--- config.mk ---
export PLATFORM = sky130hd
export DESIGN_NAME = riscv_mtimer
export DESIGN_NICKNAME = d
export VERILOG_FILES = /design/src/rtl/riscv_mtimer.sv
export SDC_FILE = /design/constraint.sdc
export NUM_CORES = 1
export LEC_CHECK = 0
export ABC_CLOCK_PERIOD_IN_PS = 3200
export CORE_MARGIN = 5
export CORE_UTILIZATION = 35
export DETAILED_ROUTE_END_ITERATION = 16
export SLEW_MARGIN = 20
export SYNTH_ARGS = -nofsm -noshare
export SYNTH_HDL_FRONTEND = slang
export SYNTH_SLANG_ARGS = --single-unit
--- constraint.sdc ---
create_clock -name clk -period 3.2 [get_ports clk]
set_input_delay 0.32 -clock clk [delete_from_list [all_inputs] [get_ports clk]]
set_output_delay 0.32 -clock clk [all_outputs]
set_load 0.03 [all_outputs]
--- src/rtl/riscv_mtimer.sv ---
// ----------------------------------------------------------------------------
// riscv_mtimer
//   Memory-mapped machine timer on the core's data-memory bus. It holds a
//   64-bit mtime counter with an 8-bit prescaler, a 64-bit mtimecmp compare
//   register and a registered, level-sensitive machine timer interrupt.
//
//   Register map, selected by addr[4:2]:
//     0 MTIME_LO     1 MTIME_HI (returns the snapshot taken by a MTIME_LO read)
//     2 MTIMECMP_LO  3 MTIMECMP_HI
//     4 CTRL         bit 0 EN, bits [15:8] PRESC
//     5 STATUS       bit 0 = (mtime >= mtimecmp), read-only
//     6-7            unmapped: read 0, writes ignored
//
// Ports
//   clk        clock; all state changes on its rising edge
//   rst_n      asynchronous active-low reset
//   sel        access request, held with addr/wdata/wen/byte_en until ready
//   addr       byte address (only [4:2] decoded)
//   wdata      write data
//   wen        1 = write, 0 = read
//   byte_en    byte lane enables for writes
//   rdata      read data, non-zero only while ready is high
//   ready      one-cycle completion pulse, the cycle after the request edge
//   timer_irq  registered EN && (mtime >= mtimecmp)
// ----------------------------------------------------------------------------
module riscv_mtimer #(
    parameter int ADDR_WIDTH = 32,
    parameter int DATA_WIDTH = 32
) (
    input  logic                  clk,
    input  logic                  rst_n,
    input  logic                  sel,
    input  logic [ADDR_WIDTH-1:0] addr,
    input  logic [DATA_WIDTH-1:0] wdata,
    input  logic                  wen,
    input  logic [3:0]            byte_en,
    output logic [DATA_WIDTH-1:0] rdata,
    output logic                  ready,
    output logic                  timer_irq
);

    typedef enum logic {
        IDLE = 1'b0,
        RESP = 1'b1
    } state_t;

    localparam logic [2:0] OFF_MTIME_LO = 3'd0;
    localparam logic [2:0] OFF_MTIME_HI = 3'd1;
    localparam logic [2:0] OFF_CMP_LO   = 3'd2;
    localparam logic [2:0] OFF_CMP_HI   = 3'd3;
    localparam logic [2:0] OFF_CTRL     = 3'd4;
    localparam logic [2:0] OFF_STATUS   = 3'd5;

    state_t      state_reg, state_next;
    logic [63:0] mtime_reg, mtime_next;
    logic [63:0] mtimecmp_reg, mtimecmp_next;
    logic        en_reg, en_next;
    logic [7:0]  presc_reg, presc_next;
    logic [7:0]  pcnt_reg, pcnt_next;
    logic [31:0] hi_shadow_reg, hi_shadow_next;
    logic [31:0] rdata_reg, rdata_next;
    logic        irq_reg, irq_next;

    logic        access;
    logic        wr_access;
    logic        rd_access;
    logic [2:0]  reg_idx;
    logic [31:0] wmask;
    logic [31:0] read_val;
    logic        tick;
    logic        cmp_hit;

    // Only addr[4:2] is decoded; the remaining address bits are intentionally unused.
    logic addr_unused;
    assign addr_unused = ^{addr[ADDR_WIDTH-1:5], addr[1:0]};

    // ------------------------------------------------------------------
    // Bus FSM: accept in IDLE, pulse ready in RESP, always return to IDLE.
    // ------------------------------------------------------------------
    always_ff @(posedge clk or negedge rst_n) begin
        if (!rst_n) begin
            state_reg <= IDLE;
        end else begin
            state_reg <= state_next;
        end
    end

    always_comb begin
        state_next = state_reg;
        access     = 1'b0;
        case (state_reg)
            IDLE: begin
                if (sel) begin
                    access     = 1'b1;
                    state_next = RESP;
                end
            end
            RESP: begin
                state_next = IDLE;
            end
            default: begin
                state_next = IDLE;
            end
        endcase
    end

    assign reg_idx   = addr[4:2];
    assign wr_access = access && wen;
    assign rd_access = access && !wen;

    // Expand byte enables into a bit mask for the read-modify-write merge.
    generate
        for (genvar gi = 0; gi < 4; gi++) begin : g_wmask
            assign wmask[8*gi +: 8] = {8{byte_en[gi]}};
        end
    endgenerate

    function automatic logic [31:0] merge(input logic [31:0] old_val,
                                          input logic [31:0] new_val,
                                          input logic [31:0] mask);
        return (old_val & ~mask) | (new_val & mask);
    endfunction

    assign tick    = en_reg && (pcnt_reg == presc_reg);
    assign cmp_hit = (mtime_reg >= mtimecmp_reg);

    // ------------------------------------------------------------------
    // Register read mux (values before the access edge).
    // ------------------------------------------------------------------
    always_comb begin
        read_val = 32'h0;
        case (reg_idx)
            OFF_MTIME_LO: read_val = mtime_reg[31:0];
            OFF_MTIME_HI: read_val = hi_shadow_reg;
            OFF_CMP_LO:   read_val = mtimecmp_reg[31:0];
            OFF_CMP_HI:   read_val = mtimecmp_reg[63:32];
            OFF_CTRL:     read_val = {16'h0, presc_reg, 7'h0, en_reg};
            OFF_STATUS:   read_val = {31'h0, cmp_hit};
            default:      read_val = 32'h0;
        endcase
    end

    // ------------------------------------------------------------------
    // Next-state for the timer registers.
    // ------------------------------------------------------------------
    always_comb begin
        mtime_next     = mtime_reg + {63'h0, tick};
        mtimecmp_next  = mtimecmp_reg;
        en_next        = en_reg;
        presc_next     = presc_reg;
        hi_shadow_next = hi_shadow_reg;
        rdata_next     = 32'h0;
        irq_next       = en_reg && cmp_hit;

        // A write to either mtime half is based on the pre-increment value,
        // so a coincident prescaler tick is dropped for the whole counter.
        if (wr_access && reg_idx == OFF_MTIME_LO) begin
            mtime_next = {mtime_reg[63:32], merge(mtime_reg[31:0], wdata, wmask)};
        end
        if (wr_access && reg_idx == OFF_MTIME_HI) begin
            mtime_next = {merge(mtime_reg[63:32], wdata, wmask), mtime_reg[31:0]};
        end
        if (wr_access && reg_idx == OFF_CMP_LO) begin
            mtimecmp_next = {mtimecmp_reg[63:32], merge(mtimecmp_reg[31:0], wdata, wmask)};
        end
        if (wr_access && reg_idx == OFF_CMP_HI) begin
            mtimecmp_next = {merge(mtimecmp_reg[63:32], wdata, wmask), mtimecmp_reg[31:0]};
        end
        if (wr_access && reg_idx == OFF_CTRL) begin
            if (byte_en[0]) begin
                en_next = wdata[0];
            end
            if (byte_en[1]) begin
                presc_next = wdata[15:8];
            end
        end

        if (rd_access) begin
            rdata_next = read_val;
            if (reg_idx == OFF_MTIME_LO) begin
                hi_shadow_next = mtime_reg[63:32];
            end
        end

        // Prescaler restarts while disabled and on any CTRL write.
        if (!en_reg || (wr_access && reg_idx == OFF_CTRL) || tick) begin
            pcnt_next = 8'h0;
        end else begin
            pcnt_next = pcnt_reg + 8'h1;
        end
    end

    always_ff @(posedge clk or negedge rst_n) begin
        if (!rst_n) begin
            mtime_reg     <= 64'h0;
            mtimecmp_reg  <= 64'hFFFF_FFFF_FFFF_FFFF;
            en_reg        <= 1'b0;
            presc_reg     <= 8'h0;
            pcnt_reg      <= 8'h0;
            hi_shadow_reg <= 32'h0;
            rdata_reg     <= 32'h0;
            irq_reg       <= 1'b0;
        end else begin
            mtime_reg     <= mtime_next;
            mtimecmp_reg  <= mtimecmp_next;
            en_reg        <= en_next;
            presc_reg     <= presc_next;
            pcnt_reg      <= pcnt_next;
            hi_shadow_reg <= hi_shadow_next;
            rdata_reg     <= rdata_next;
            irq_reg       <= irq_next;
        end
    end

    assign ready     = (state_reg == RESP);
    assign rdata     = rdata_reg;
    assign timer_irq = irq_reg;

endmodule

# Word level (Yosys, flattened, before mapping)
# Index checks and enable logic that the tools add are counted.
[word_totals]
reg_bits = 211
inputBits = 72
wordCells = 61
[op_classes]
n_addsub = 2
order_cmp = 1
n_eq_ne = 7
n_mux = 10
n_bitwise = 12
reduce_logical = 18
[op_table]
columns = ["cell", "count"]
rows = [
  ["$mux 64", 3],
  ["$pmux 32 s6", 1],
  ["$and 32x32->32", 5],
  ["$or 32x32->32", 4],
  ["$add 64x1->64", 1],
  ["$ge 64x64->1", 1],
  ["$mux 32", 2],
  ["$not 32->32", 1],
  ["$logic_and 1x1->1", 9],
  ["$add 8x1->8 const B", 1],
  ["$eq 8x8->1", 1],
  ["$mux 8", 1],
  ["$reduce_and 2->1", 4],
  ["$eq 3x2->1 const B", 2],
  ["$eq 3x3->1 const B", 2],
  ["$eq 3x1->1 const B", 1],
  ["$logic_not 3->1", 1],
  ["$logic_not 1->1", 2],
  ["$logic_or 1x1->1", 2],
  ["$mux 1", 2],
  ["$ne 2x1->1 const B", 1],
  ["$not 1->1", 2],
  ["$pmux 1 s2", 1],
]

# Longest topological paths before layout
[logic_depth]
word_depth = 7
depth_mapped = 12
mapped_depth_nobuf = 12

# Worst setup path after synthesis
# No wires, ideal clock.
[synth_path]
kind = "reg-to-reg"
startpoint = "register pcnt_reg[0]"
endpoint = "register (tool-made name)"
setup_ns = 0.077
t_arrival_ns = 2.910
required_time_ns = 3.123
slack_ns = 0.213
path_stages_with_launch = 13
path_cell_list = "dfrtp_1 > xor2_1 > nor4_1 > nand4_1 > inv_1 > ha_1 > ha_1 > nand4_1 > nor4_4 > nand4_4 > o21a_1 > or4_1 > a21oi_1"
[synth_rtl]
columns = ["item", "line", "source"]
rows = [
  ["start: declaration", "59", "logic [7:0] pcnt_reg, pcnt_next;"],
  ["start signal: assignment", "208", "pcnt_reg <= pcnt_next;"],
]

# Worst setup path in the final report
[layout_path]
startpoint = "register mtimecmp_reg[59]"
endpoint = "register rdata_reg[0] (netlist: rdata[0])"
[layout_via]
elab_chain_cells = 3
[layout_rtl]
columns = ["item", "line", "source"]
rows = [
  ["start: declaration", "56", "logic [63:0] mtimecmp_reg, mtimecmp_next;"],
  ["start signal: assignment", "205", "mtimecmp_reg <= mtimecmp_next;"],
  ["$ge 64x64->1", "125", "assign cmp_hit = (mtime_reg >= mtimecmp_reg);"],
  ["$pmux 32 s6", "132", "case (reg_idx)"],
  ["$mux 32", "178", "if (rd_access) begin"],
  ["via rdata_next[0]", "61", "logic [31:0] rdata_reg, rdata_next;"],
  ["end signal: assignment", "210", "rdata_reg <= rdata_next;"],
  ["end: declaration", "61", ""],
]
# The timed path passes the listed nets, and every way through them passes these cells.
# A chain may end at the register's enable or synchronous reset.

==> impl_metrics.toml <==
[floorplanning]
initial_core_util_pct = 35.63
die-area_mm2 = 0.03811
fp-row-count = 67
ios = 106
core_mm2 = 0.03370
die_width_um = 195.2
die_h_um = 195.2

[worst_setup_path]
slowest_delay_ns = 0.54
crit_chain = "inv_1 -> ha_1 -> nand4_1 -> nor4_1 -> nand3_1 -> a31oi_1 -> nor4_1 -> o41ai_1"
path_delay_family = "simple AND/OR/NAND/NOR gates"
crit_top_cell = "nor4_1"
cp_num_buf_inv = 1
critical_path_class = "reg2reg"
path_max_fanout = 3
crit_required_ns = 3.57
crit_path_top_delay_cell = "dfstp_2"
critPathCaptureType = "flop"
start_kind = "flop"
cp.arrival_ns = 3.43

[min_path]
hp-class = "in2async"

[sta]
worst_slack_ns = 0.1389
slew_viol_final = 0
relSlewSlack_pct = 43.33
fin_worst_skew_ns = 0.01519
period_share_pct = 95.66
tightest_slew_ns = 0.8412
fmax_ghz = 0.3267
hold_violations = 0
setup_viol = 0
finalCriticalPeriod_ns = 3.061

[synthesis]
synth_area_mm2 = 0.01201
synthCells = 1225
yosysUniqueCellTypes = 69
ys_seq_area_share_pct = 44.64
synth-edff-count = 0
syn_area_per_cell_um2 = 9.801
ys_seq_elements = 211
ys.flop_type = "dfrtp_1"
synth_warnings = 0
syn_nets = 1364
async_reset_ff_share_pct = 100.0

[final_layout]
multi_input_area_mm2 = 0.006216
regArea_mm2 = 0.005360
drive_gt1_share_pct = 24.39
syn_to_final_growth_pct = 23.63
diodes = 0
n_fill_cell = 3283
final_util_pct = 44.05
final-instance-count-excl-fill = 1838
nNetsFinal = 1509

[placement]
dp.cells = 1784
preCtsSetupSlack_ns = 0.1016
place.gp.congestion = 0.9525
dp_hpwl_um = 28970
portBuffers = 76

[clock_network]
clockRootBuffer = "clkbuf_16"
ctsHtreeMaxLevel = 1
cts.path.max_buffers = 3
clkTransAtPathRegs_ns = 0.06
clk_latency_ns = 0.53
cts_tree = "built"
numCtsBuffers = 26
clock-sinks = 211

[run_status]
status = "complete, no violations"

[drt]
num_vias = 10620
route.antenna.remaining_nets = 0
routed_wl_um = 39570
drt-vias-per-instance = 5.779
drtIter0Drc = 1099
drc = 0
dr.pass1.iters = 6
wl_per_cell_um = 21.53

[global_routing]
grt_pass1_wl_um = 61870
grt_max_degree = 74
antenna_found_initial = 0
gr-usage-all-layers_pct = 20.18
grt_pass1_vias = 10540
grt_overflow_total = 0

[power_and_ir_drop]
leakage_nw = 6.150
peakVddDrop_mv = 0.3445
power_density_mw_per_mm2 = 608.1

[run]
cap_violations = 0
-- report_power, final --
| part | internal (mW) | switching, mW |
|---|---|---|
| Sequential | 3.25 | 0.478 |
| Clock | 1.80 | 1.16 |
| Combinational | 1.04 | 1.29 |
| Total | 6.10 | 2.93 |
-- repair_timing --
action                                  4_1_cts  5_1_grt
hold buffers                                  1        0
endpoints found under the setup margin        0       23
hold endpoints to repair                     55        0
resized for setup                             0       14
setup buffers                                 0        5
-- final timing paths --
check	start	end	slack [ns]	cells after the start
max in group asynchronous	rst_n	asynchronous set/reset pin	2.01	3
min	rst_n	hi_shadow_reg[17]$_DFFE_PN0P_	0.35	2
max reg2reg	mtimecmp_reg[59]$_DFFE_PN1P_	rdata[0]$_DFF_PN0_	0.14	8
max	mtimecmp_reg[59]$_DFFE_PN1P_	rdata[0]$_DFF_PN0_	0.14	8
min in group clk	sel	ready$_DFF_PN0_	0.45	2
min reg2reg	hi_shadow_reg[24]$_DFFE_PN0P_	hi_shadow_reg[24]$_DFFE_PN0P_	0.48	2
-- metal layers --
metal  up-vias  track usage (%)  part of all wire [%]
met2       425            31.35                    45
met5         -                0                     0
met3        58            3.240                   7.0
li1       4854                -                     -
met1      5284            29.29                    46
met4         0            5.586                   2.7
-- cell families (layout without fill, tap and decap cells) --
| family | after synthesis | count (layout) | synth area share [%] |
|---|---|---|---|
| and+or+nand+nor | 363 | 363 | 15.52 |
| AOI/OAI and AO/OA | 327 | 327 | 17.34 |
| DFF | 211 | 211 | 44.64 |
| buffers and inverters | 133 | 298 | 4.273 |
| muxes | 109 | 109 | 10.15 |
| adders and majority gates | 67 | 67 | 6.982 |
| xor gates and xnor gates | 15 | 15 | 1.094 |
-- final cells by class --
class	count	area share (%)
clock inverters	9	0.5142
inverters	76	1.922
repair buffers	174	10.41
clock buffers	39	5.394
flip-flops and latches	211	36.11
well taps	448	3.776
multi-input cells	881	41.87
-- layout by cell type, fill, tap and decap left out, types with 7 or more instances in the layout --
master             n
buf_4             93
a31oi_1           15
and2_1             7
nor3_1            25
clkbuf_8           8
nand2_1           97
mux2i_1            7
nand4_1           34
inv_1             75
dfstp_2           64
o21ai_0           49
nand3_1           42
clkbuf_16         27
o211ai_1           8
o22ai_1           24
nor2_1            77
dfrtp_1          147
mux2_2           102
xor2_1            12
a211oi_1           8
a21oi_1          109
ha_1              65
clkdlybuf4s50_1   75
and4_1            10
nand2b_1           7
a22oi_1           51
and3_1            11
-- Yosys cell counts (4+ instances only) --
library cell / n / share of area, %
dfrtp_1: 147 / 31
a21oi_1: 109 / 4.5
mux2_2: 102 / 9.6
nand2_1: 99 / 3.1
nor2_1: 77 / 2.4
inv_1: 75 / 2.3
ha_1: 67 / 7.0
dfstp_2: 64 / 14
a22oi_1: 51 / 3.2
o21ai_0: 49 / 2.0
nand3_1: 43 / 1.8
clkbuf_1: 42 / 1.3
nand4_1: 34 / 1.8
nor3_1: 28 / 1.2
o22ai_1: 24 / 1.3
a31oi_1: 15 / 0.78
xor2_1: 12 / 0.88
and3_1: 11 / 0.57
buf_2: 11 / 0.46
and4_1: 10 / 0.73
a211oi_1: 9 / 0.56
nor4_1: 8 / 0.42
o211ai_1: 8 / 0.50
a221oi_1: 7 / 0.51
and2_1: 7 / 0.36
mux2i_1: 7 / 0.58
nand2b_1: 7 / 0.36
nor2b_1: 7 / 0.36
a22o_1: 5 / 0.36
a311oi_1: 5 / 0.36
o31ai_1: 5 / 0.31
a21boi_0: 4 / 0.25
a222oi_1: 4 / 0.33
buf_1: 4 / 0.13
nand3b_1: 4 / 0.25
nor3b_1: 4 / 0.25
or2_2: 4 / 0.21
or3_1: 4 / 0.21
-- through the flow --
step                      instance area (µm²)  hold WS (ns)  total power, mW  setup TNS [ns]
after detailed placement                13840        0.3359            6.035               0
after global routing                    14840        0.4162            9.547        -0.01159
after floorplan                         12010       0.02441            5.035               0
after global placement                  13840        0.3418            5.964               0
after CTS                               14730        0.3778            9.052               0
final                                   14840        0.3521            9.026               0
Note: power is estimated with default switching activity, not from simulation.
